<file path="config.mk">
export PLATFORM = sky130hd
export DESIGN_NAME = dot_product784
export DESIGN_NICKNAME = d
export VERILOG_FILES = /design/src/rtl/dot_product784_pkg.sv /design/src/rtl/dot_product_mac4.sv /design/src/rtl/dot_product784.sv
export SDC_FILE = /design/constraint.sdc
export NUM_CORES = 2
export LEC_CHECK = 0
export BUFFER_PORTS_ARGS = -buffer_cell sky130_fd_sc_hd__buf_2
export CORE_MARGIN = 8
export CORE_UTILIZATION = 35
export DETAILED_ROUTE_END_ITERATION = 16
export PLACE_DENSITY = 0.63
export SYNTH_ARGS = -nofsm -noshare
export SYNTH_HDL_FRONTEND = slang
export SYNTH_SLANG_ARGS = --single-unit
</file>
<file path="constraint.sdc">
create_clock -name clk -period 9 [get_ports clk]
set_input_delay 2.7 -clock clk [delete_from_list [all_inputs] [get_ports clk]]
set_output_delay 2.7 -clock clk [all_outputs]
set_load 0.02 [all_outputs]
</file>
<file path="src/rtl/dot_product784_pkg.sv">
// ---- dot_product784_pkg: shared widths and counts for the 784-term dot product ----
// ---- Rev 1.0 ----
`default_nettype none

package dot_product784_pkg;
  localparam int PIX_W  = 10;
  localparam int WGT_W  = 19;
  localparam int PROD_W = 29;
  localparam int SUM_W  = 31;
  localparam int OUT_W  = 26;
  localparam int FRAC_W = 18;

  localparam int LANES  = 28;
  localparam int GROUP  = 4;
  localparam int GROUPS = 7;
  localparam int BEATS  = 196;

  localparam int BEAT_W  = 8;
  localparam int GROUP_W = 3;
endpackage

`default_nettype wire

</file>
<file path="src/rtl/dot_product_mac4.sv">
// ---- dot_product_mac4: four exact multipliers (stage 1) and registered 4-input adder (stage 2) ----
// ---- Rev 1.0 ----
`default_nettype none

module dot_product_mac4
  import dot_product784_pkg::*;
(
  input  logic                     clk,
  input  logic                     rst,
  input  logic                     en,
  input  logic [GROUP*PIX_W-1:0]   pix,
  input  logic [GROUP*WGT_W-1:0]   wgt,
  output logic [SUM_W-1:0]         sum
);

  logic [PROD_W-1:0] prod_d [GROUP];
  logic [PROD_W-1:0] prod_q [GROUP];
  logic [SUM_W-1:0]  sum_d;
  logic [SUM_W-1:0]  sum_q;

  // Pixel is zero-extended and weight sign-extended to the product width so the multiply is exact.
  always_comb begin
    for (int j = 0; j < GROUP; j++) begin
      logic signed [PROD_W-1:0] p_ext;
      logic signed [PROD_W-1:0] w_ext;
      p_ext = signed'({{(PROD_W-PIX_W){1'b0}}, pix[j*PIX_W +: PIX_W]});
      w_ext = signed'({{(PROD_W-WGT_W){wgt[j*WGT_W+WGT_W-1]}}, wgt[j*WGT_W +: WGT_W]});
      prod_d[j] = en ? PROD_W'(p_ext * w_ext) : '0;
    end
  end

  always_comb begin
    sum_d = '0;
    for (int j = 0; j < GROUP; j++) begin
      sum_d = sum_d + {{(SUM_W-PROD_W){prod_q[j][PROD_W-1]}}, prod_q[j]};
    end
  end

  always_ff @(posedge clk) begin
    if (rst) begin
      for (int j = 0; j < GROUP; j++) prod_q[j] <= '0;
      sum_q <= '0;
    end else begin
      for (int j = 0; j < GROUP; j++) prod_q[j] <= prod_d[j];
      sum_q <= sum_d;
    end
  end

  assign sum = sum_q;

endmodule

`default_nettype wire

</file>
<file path="src/rtl/dot_product784.sv">
// ---- dot_product784: 784-term pixel x weight dot product, 4 terms per beat over 196 beats ----
// ---- Rev 1.0 ----
`default_nettype none

module dot_product784
  import dot_product784_pkg::*;
(
  input  logic          clk,
  input  logic          GlobalReset,
  input  logic [9:0]    Pixel0,  Pixel1,  Pixel2,  Pixel3,  Pixel4,  Pixel5,  Pixel6,
  input  logic [9:0]    Pixel7,  Pixel8,  Pixel9,  Pixel10, Pixel11, Pixel12, Pixel13,
  input  logic [9:0]    Pixel14, Pixel15, Pixel16, Pixel17, Pixel18, Pixel19, Pixel20,
  input  logic [9:0]    Pixel21, Pixel22, Pixel23, Pixel24, Pixel25, Pixel26, Pixel27,
  input  logic [18:0]   Weight0,  Weight1,  Weight2,  Weight3,  Weight4,  Weight5,  Weight6,
  input  logic [18:0]   Weight7,  Weight8,  Weight9,  Weight10, Weight11, Weight12, Weight13,
  input  logic [18:0]   Weight14, Weight15, Weight16, Weight17, Weight18, Weight19, Weight20,
  input  logic [18:0]   Weight21, Weight22, Weight23, Weight24, Weight25, Weight26, Weight27,
  output logic [25:0]   value
);

  localparam logic [BEAT_W-1:0]  BEAT_DONE  = BEAT_W'(BEATS);
  localparam logic [GROUP_W-1:0] GROUP_LAST = GROUP_W'(GROUPS - 1);

  logic [LANES*PIX_W-1:0] pix_all;
  logic [LANES*WGT_W-1:0] wgt_all;

  assign pix_all = {Pixel27, Pixel26, Pixel25, Pixel24, Pixel23, Pixel22, Pixel21,
                    Pixel20, Pixel19, Pixel18, Pixel17, Pixel16, Pixel15, Pixel14,
                    Pixel13, Pixel12, Pixel11, Pixel10, Pixel9,  Pixel8,  Pixel7,
                    Pixel6,  Pixel5,  Pixel4,  Pixel3,  Pixel2,  Pixel1,  Pixel0};
  assign wgt_all = {Weight27, Weight26, Weight25, Weight24, Weight23, Weight22, Weight21,
                    Weight20, Weight19, Weight18, Weight17, Weight16, Weight15, Weight14,
                    Weight13, Weight12, Weight11, Weight10, Weight9,  Weight8,  Weight7,
                    Weight6,  Weight5,  Weight4,  Weight3,  Weight2,  Weight1,  Weight0};

  logic [BEAT_W-1:0]      beat_d, beat_q;
  logic [GROUP_W-1:0]     group_d, group_q;
  logic                   v1_d, v1_q, v2_d, v2_q;
  logic [OUT_W-1:0]       acc_d, acc_q;
  logic                   beat_live;
  logic [GROUP*PIX_W-1:0] sel_pix;
  logic [GROUP*WGT_W-1:0] sel_wgt;
  logic [SUM_W-1:0]       mac_sum;
  logic                   unused_sum_hi;

  assign beat_live = (beat_q < BEAT_DONE);

  always_comb begin
    sel_pix = '0;
    sel_wgt = '0;
    for (int j = 0; j < GROUP; j++) begin
      int lane;
      lane = int'(group_q) * GROUP + j;
      sel_pix[j*PIX_W +: PIX_W] = pix_all[lane*PIX_W +: PIX_W];
      sel_wgt[j*WGT_W +: WGT_W] = wgt_all[lane*WGT_W +: WGT_W];
    end
  end

  dot_product_mac4 u_mac4 (
    .clk (clk),
    .rst (GlobalReset),
    .en  (beat_live),
    .pix (sel_pix),
    .wgt (sel_wgt),
    .sum (mac_sum)
  );

  // Only the low OUT_W bits of the beat sum matter: the accumulator wraps modulo 2^26.
  assign unused_sum_hi = ^mac_sum[SUM_W-1:OUT_W];

  always_comb begin
    beat_d  = beat_q;
    group_d = group_q;
    if (beat_live) begin
      beat_d  = beat_q + BEAT_W'(1);
      group_d = (group_q == GROUP_LAST) ? '0 : group_q + GROUP_W'(1);
    end
    v1_d  = beat_live;
    v2_d  = v1_q;
    acc_d = v2_q ? acc_q + mac_sum[OUT_W-1:0] : acc_q;
  end

  always_ff @(posedge clk) begin
    if (GlobalReset) begin
      beat_q  <= '0;
      group_q <= '0;
      v1_q    <= 1'b0;
      v2_q    <= 1'b0;
      acc_q   <= '0;
    end else begin
      beat_q  <= beat_d;
      group_q <= group_d;
      v1_q    <= v1_d;
      v2_q    <= v2_d;
      acc_q   <= acc_d;
    end
  end

  assign value = acc_q;

endmodule

`default_nettype wire

</file>
---- Word-level counts from Yosys, hierarchy flattened ----
Memory sizes are Yosys's and may differ from the RTL's.
Index checks and enable logic that the tools add are counted.
cells by class
  add/subtract/negate cells ............... 9
  $mul .................................... 12
  magnitude comparators ................... 1
  eq/ne operators ......................... 1
  shifts and indexed selects .............. 8
  multiplexer cells ....................... 12
  bitwise logic cells ..................... 4
operators by type and width
  kind                                                                  count
  532-bit by 12-bit variable part select with 19-bit output             3
  280-bit by 11-bit variable part select with 10-bit output             3
  532-bit by 11-bit variable part select with 19-bit output             1
  280-bit by 10-bit variable part select with 10-bit output             1
  29-bit two-way mux                                                    8
  11-bit by 19-bit multiplier with 29-bit output                        4
  26-bit adder                                                          4
  6-bit by 5-bit multiplier with 11-bit output (second input constant)  3
  6-bit by 3-bit multiplier with 9-bit output (second input constant)   3
  5-bit by 2-bit adder with 6-bit output (second input constant)        2
  8-bit by 1-bit adder with 8-bit output (second input constant)        1
  8-bit less-than comparator (second input constant)                    1
  3-bit by 5-bit multiplier with 8-bit output (second input constant)   1
  5-bit by 1-bit adder with 6-bit output (second input constant)        1
  3-bit by 3-bit multiplier with 6-bit output (second input constant)   1
  1-bit OR                                                              4
  3-bit by 1-bit adder with 3-bit output (second input constant)        1
  3-bit == test (second input constant)                                 1
  1-bit two-way mux                                                     3
  3-bit two-way mux                                                     1
word-level totals
  register bits ........................... 65
  memory bits (writable) .................. 116
  bits of input ports ..................... 814
  output and inout bits ................... 26
  word-level logic and storage cells ...... 54
  memories kept ........................... 1
memory list
  memory         words  bits a word  read ports  clocked after memory_dff  wr ports  RTL line                RTL
  u_mac4.prod_q  4      29           4           0                         4         dot_product_mac4.sv:17  logic [PROD_W-1:0] prod_q [GROUP];

---- Depth between registers and ports, before layout ----
  depth in word-level cells ............... 6
  mapped depth ............................ 32
  mapped depth without buffers ............ 27

---- By module ----
A second synthesis with hierarchy kept.
second synthesis, totals
  cells, all modules ...................... 4864
  area total of the unflattened synthesis .. 42580.8 µm²
modules (own cells, without submodules)
  module            instances  cells each  area each (µm²)  sequential area each (µm²)
  dot_product_mac4  1          3746        33634.8          2942.8
  dot_product784    1          1118        8946.1           780.7

---- Least setup slack after synthesis ----
Ideal clock, no wire load.
  kind .................................... input to register
  from .................................... input port Pixel24[7]
  to ...................................... memory u_mac4.prod_q[0][24]
  setup time .............................. 0.127 ns
  data arrival time ....................... 8.321 ns
  required time ........................... 8.873 ns
  setup slack ............................. 0.552 ns
  stages .................................. 22
  path buffers ............................ 1
  cell sequence ........................... mux2_1 -> mux4_2 -> clkbuf_1 -> nand2_1 -> fa_1 -> fa_1 -> inv_1 -> fa_1 -> fa_1 -> inv_1 -> fa_1 -> inv_1 -> ha_1 -> nor3_1 -> nand2_1 -> a21oi_1 -> nor2_1 -> a221o_1 -> a221oi_2 -> nor3b_1 -> nor3_1 -> or3b_1
RTL lines
  item             RTL line                RTL
  start, declared  dot_product784.sv:13    input logic [9:0] Pixel21, Pixel22, Pixel23, Pixel24, Pixel25, Pixel26, Pixel27,
  end, declared    dot_product_mac4.sv:17

==> summary.md <==
| Metric | Value |
|---|---|
| Clock sink total | `roughly 170` |
| First-pass GRT wire length | `~250,000 microns` |
| Commonest non-fill, non-tap cell in the layout | `buf_2` |
| WL per Instance | `roughly 25 microns` |
| IO buf count | `839` |
| # hold bufs at CTS | `0` |
| Most frequent cells in the layout | `buf_2 (839), inv_1 (829), nor2_1 (709)` |
| Largest net degree at the start of global routing | `roughly 110` |
| Final setup vio count | `0` |
| Setup crit start | `Weight12[1]` |
| Worst-margin pin slew | `just over 0.9 ns` |
| Remaining Overflow, GRT | `0` |
| Number of global-route vias before repair | `37,603` |
| YS warnings | `0` |
| Max_slew headroom | `roughly two fifths` |
| Place WS | `0.0227 ns` |
| Post-Syn Instances | `about 4,500` |
| GRT Total Usage | `between 20% and 30%` |
| Pre-antenna DRT Iters | `6` |
| Setup_tns | `0 ns` |
| Starting DRT DRC Count | `around 2,800` |
| Clock skew | `0.0164 ns` |
| Status | `finished clean` |
| CP startpoint kind | `input pin` |
| Core footprint | `about 110,000 sq um` |
| Ports | `840` |
| Synth top area share | `around a third` |
| Syn nets | `between 6,000 and 7,000` |
| Final worst slack | `0.461 ns` |
| Min Tclk post-route | `roughly 8.5 ns` |
| F_max | `approximately 120 MHz` |
| FILL cells | `~11,000` |
| Syn avg cell area | `8.67 sq um` |
| Initial antenna violation count | `38` |
| Final period util | `between 90% and 100%` |
| Reg2Reg Depth | `24` |
| Nets | `about 7,100` |
| Post-DRT Antenna Nets | `0` |
| Ys flop type | `dfxtp_1` |
| Non-Filler Instances | `6,920` |
| FP Rows | `122` |
| Worst Path Arrival | `8.87 ns` |
| Clock buffer depth | `2` |
| Die H | `about 350 microns` |
| Dominant cell type by area after synthesis | `fa_1` |
| Multi-input gate area | `31,700 sq um` |
| Die Width | `roughly 350 microns` |
| Via count | `between 30,000 and 40,000` |
| Layout cell share with drive strength beyond 1 | `a little under a quarter` |
| Maximum fanout along the worst path | `4` |
| Root buf cell | `clkbuf_16` |
| Vias per inst | `5.24` |
| RSZ-0062 raised after global routing | `false` |
| Post-Route WL | `between 150,000 and 200,000 microns` |
| CTS Buf Count | `17` |
| Post-CTS Setup Repair Bufs | `0` |
| Max-Cap Viols | `0` |
| CTS tree | `built` |
| Reg area | `between 3000 and 4000 sq um` |
| Cells after DPL | `between 6,000 and 7,000` |
| H-tree Lvls | `4` |
| Crit path to | `u_mac4.prod_q[0][24]` |
| Cell area after synthesis | `about 39,000 sq um` |
| CTS resizes | `0` |
| Final Hold Viols | `0` |
| Synth area leaders | `fa_1 (33%), ha_1 (9.1%), dfxtp_1 (8.7%)` |
| Initial core utilization | `35.2%` |
| GPL Wtd Cong | `about 1` |
| CTS clock-pin slew for the worst setup and hold paths | `about 0.070 ns` |
| Detailed Place HPWL | `~160,000 microns` |
| Seq cells post-synth | `between 150 and 200` |
| RR Endpoint | `u_mac4.prod_q[1][24]` |
| Post-synth EDFFs | `0` |
| Setup CP Type | `in -> reg` |
| Post-detailed-route DRC marker count | `0` |
| Clk_lat worst skew | `about 0.46 ns` |
| Area Growth Syn to Fin | `19.5%` |
| Yosys cell types | `79` |
| Critical path required time | `a little over 9 ns` |
| Async SR Flop Fraction | `0%` |
| Fin. max-slew vios | `0` |
| Die Area | `roughly 120,000 sq um` |
| Hold WC Path Type | `reg -> reg` |
| CP Capture Type | `register` |
| R2r startpoint | `group_q[0]` |
| Share of the yosys chip area belonging to registers | `between 8 and 9%` |
| Reg2reg setup slack | `1.03 ns` |
routing by layer:
layer | global-route usage (%) | wire length (microns) | vias to the layer above
met1 | 37.8 | 73700 | 18157
met5 | 0 | 112 | -
met3 | 8.02 | 18500 | 236
met2 | 43.6 | 75900 | 1703
li1 | - | - | 16180
met4 | 10.4 | 7920 | 18
cell usage after synthesis, types with 11 or more instances:
library cell  instances
inv_1               829
nor2_1              710
fa_1                643
nand2_1             387
ha_1                283
a21oi_1             208
dfxtp_1             169
mux2i_1             135
mux4_2              104
xnor2_1              96
a21o_1               85
o21ai_0              82
clkbuf_1             77
nand2b_1             59
xor2_1               57
o21a_1               48
buf_2                44
nor2b_1              37
nor3_1               35
o221ai_1             34
and2_1               27
a31oi_1              25
buf_1                25
o21ai_1              25
nand3_1              23
o211ai_1             20
a211oi_1             17
buf_4                15
or3_1                15
and3_1               13
o21ai_2              13
buf_6                11
sequential cells by signal, summed over array words and instances (netlist names):
name	count
value	26
v2_q	1
v1_q	1
beat_q	8
group_q	3
u_mac4.sum	26
u_mac4.prod_q	104
worst max-delay path: stages:
cell	delay (ns)
buf_2	0.19
mux4_2	0.49
o21ai_1	0.49
buf_4	0.24
nor2_1	0.05
ha_1	0.28
inv_1	0.04
fa_1	0.47
inv_1	0.05
fa_1	0.47
fa_1	0.52
inv_1	0.05
fa_1	0.48
inv_1	0.04
ha_1	0.19
nor3_1	0.22
buf_4	0.16
nand2_1	0.05
a21oi_1	0.15
nor2_1	0.08
a221o_1	0.37
a221oi_2	0.28
nor3b_1	0.35
nor3_1	0.09
or3b_1	0.35
cell type report:
| type | instances | area share [%] |
|---|---|---|
| tap | 1488 | 3.99 |
| inverter | 829 | 6.67 |
| multi-input combinational | 3331 | 68.0 |
| timing repair buffer | 1038 | 12.6 |
| sequential | 169 | 7.28 |
| clock inverter | 11 | 0.263 |
| antenna | 34 | 0.182 |
| clock buffer | 20 | 0.958 |
through the flow:
stage	hold slack, ns	utilization (%)	area [sq um]
floorplan	0.414	-	39000
global placement	0.417	41.5	46000
detailed placement	0.442	41.5	46000
CTS	0.455	42.1	46500
global route	0.477	42.1	46600
finish	0.450	42.1	46600
cells by family (layout without fill, tap and decap cells):
| family | after synthesis | after routing | synth area share, % |
|---|---|---|---|
| flops | 169 | 169 | 8.67 |
| fa+ha+maj | 926 | 926 | 42.1 |
| mux | 257 | 257 | 10.4 |
| other cells | 0 | 34 | 0 |
| xor+xnor | 155 | 155 | 3.53 |
| simple gates | 1351 | 1351 | 14.6 |
| compound gates | 642 | 642 | 10.7 |
| buf+inv | 1001 | 1898 | 10.1 |
worst min-delay path by stage:
stage | startpoint | end | slack [ns] | depth (start not counted)
after floorplan | v1_q | v2_q | 0.41 | 1
after global placement | v1_q | v2_q | 0.42 | 1
after detailed placement | v1_q | v2_q | 0.44 | 1
after CTS | v1_q | v2_q | 0.46 | 1
after global routing | v1_q | v2_q | 0.48 | 1
final | v1_q | v2_q | 0.45 | 1
Power is not shown: default switching activity piles up to over one toggle a cycle in this logic, so the estimate is an artifact.
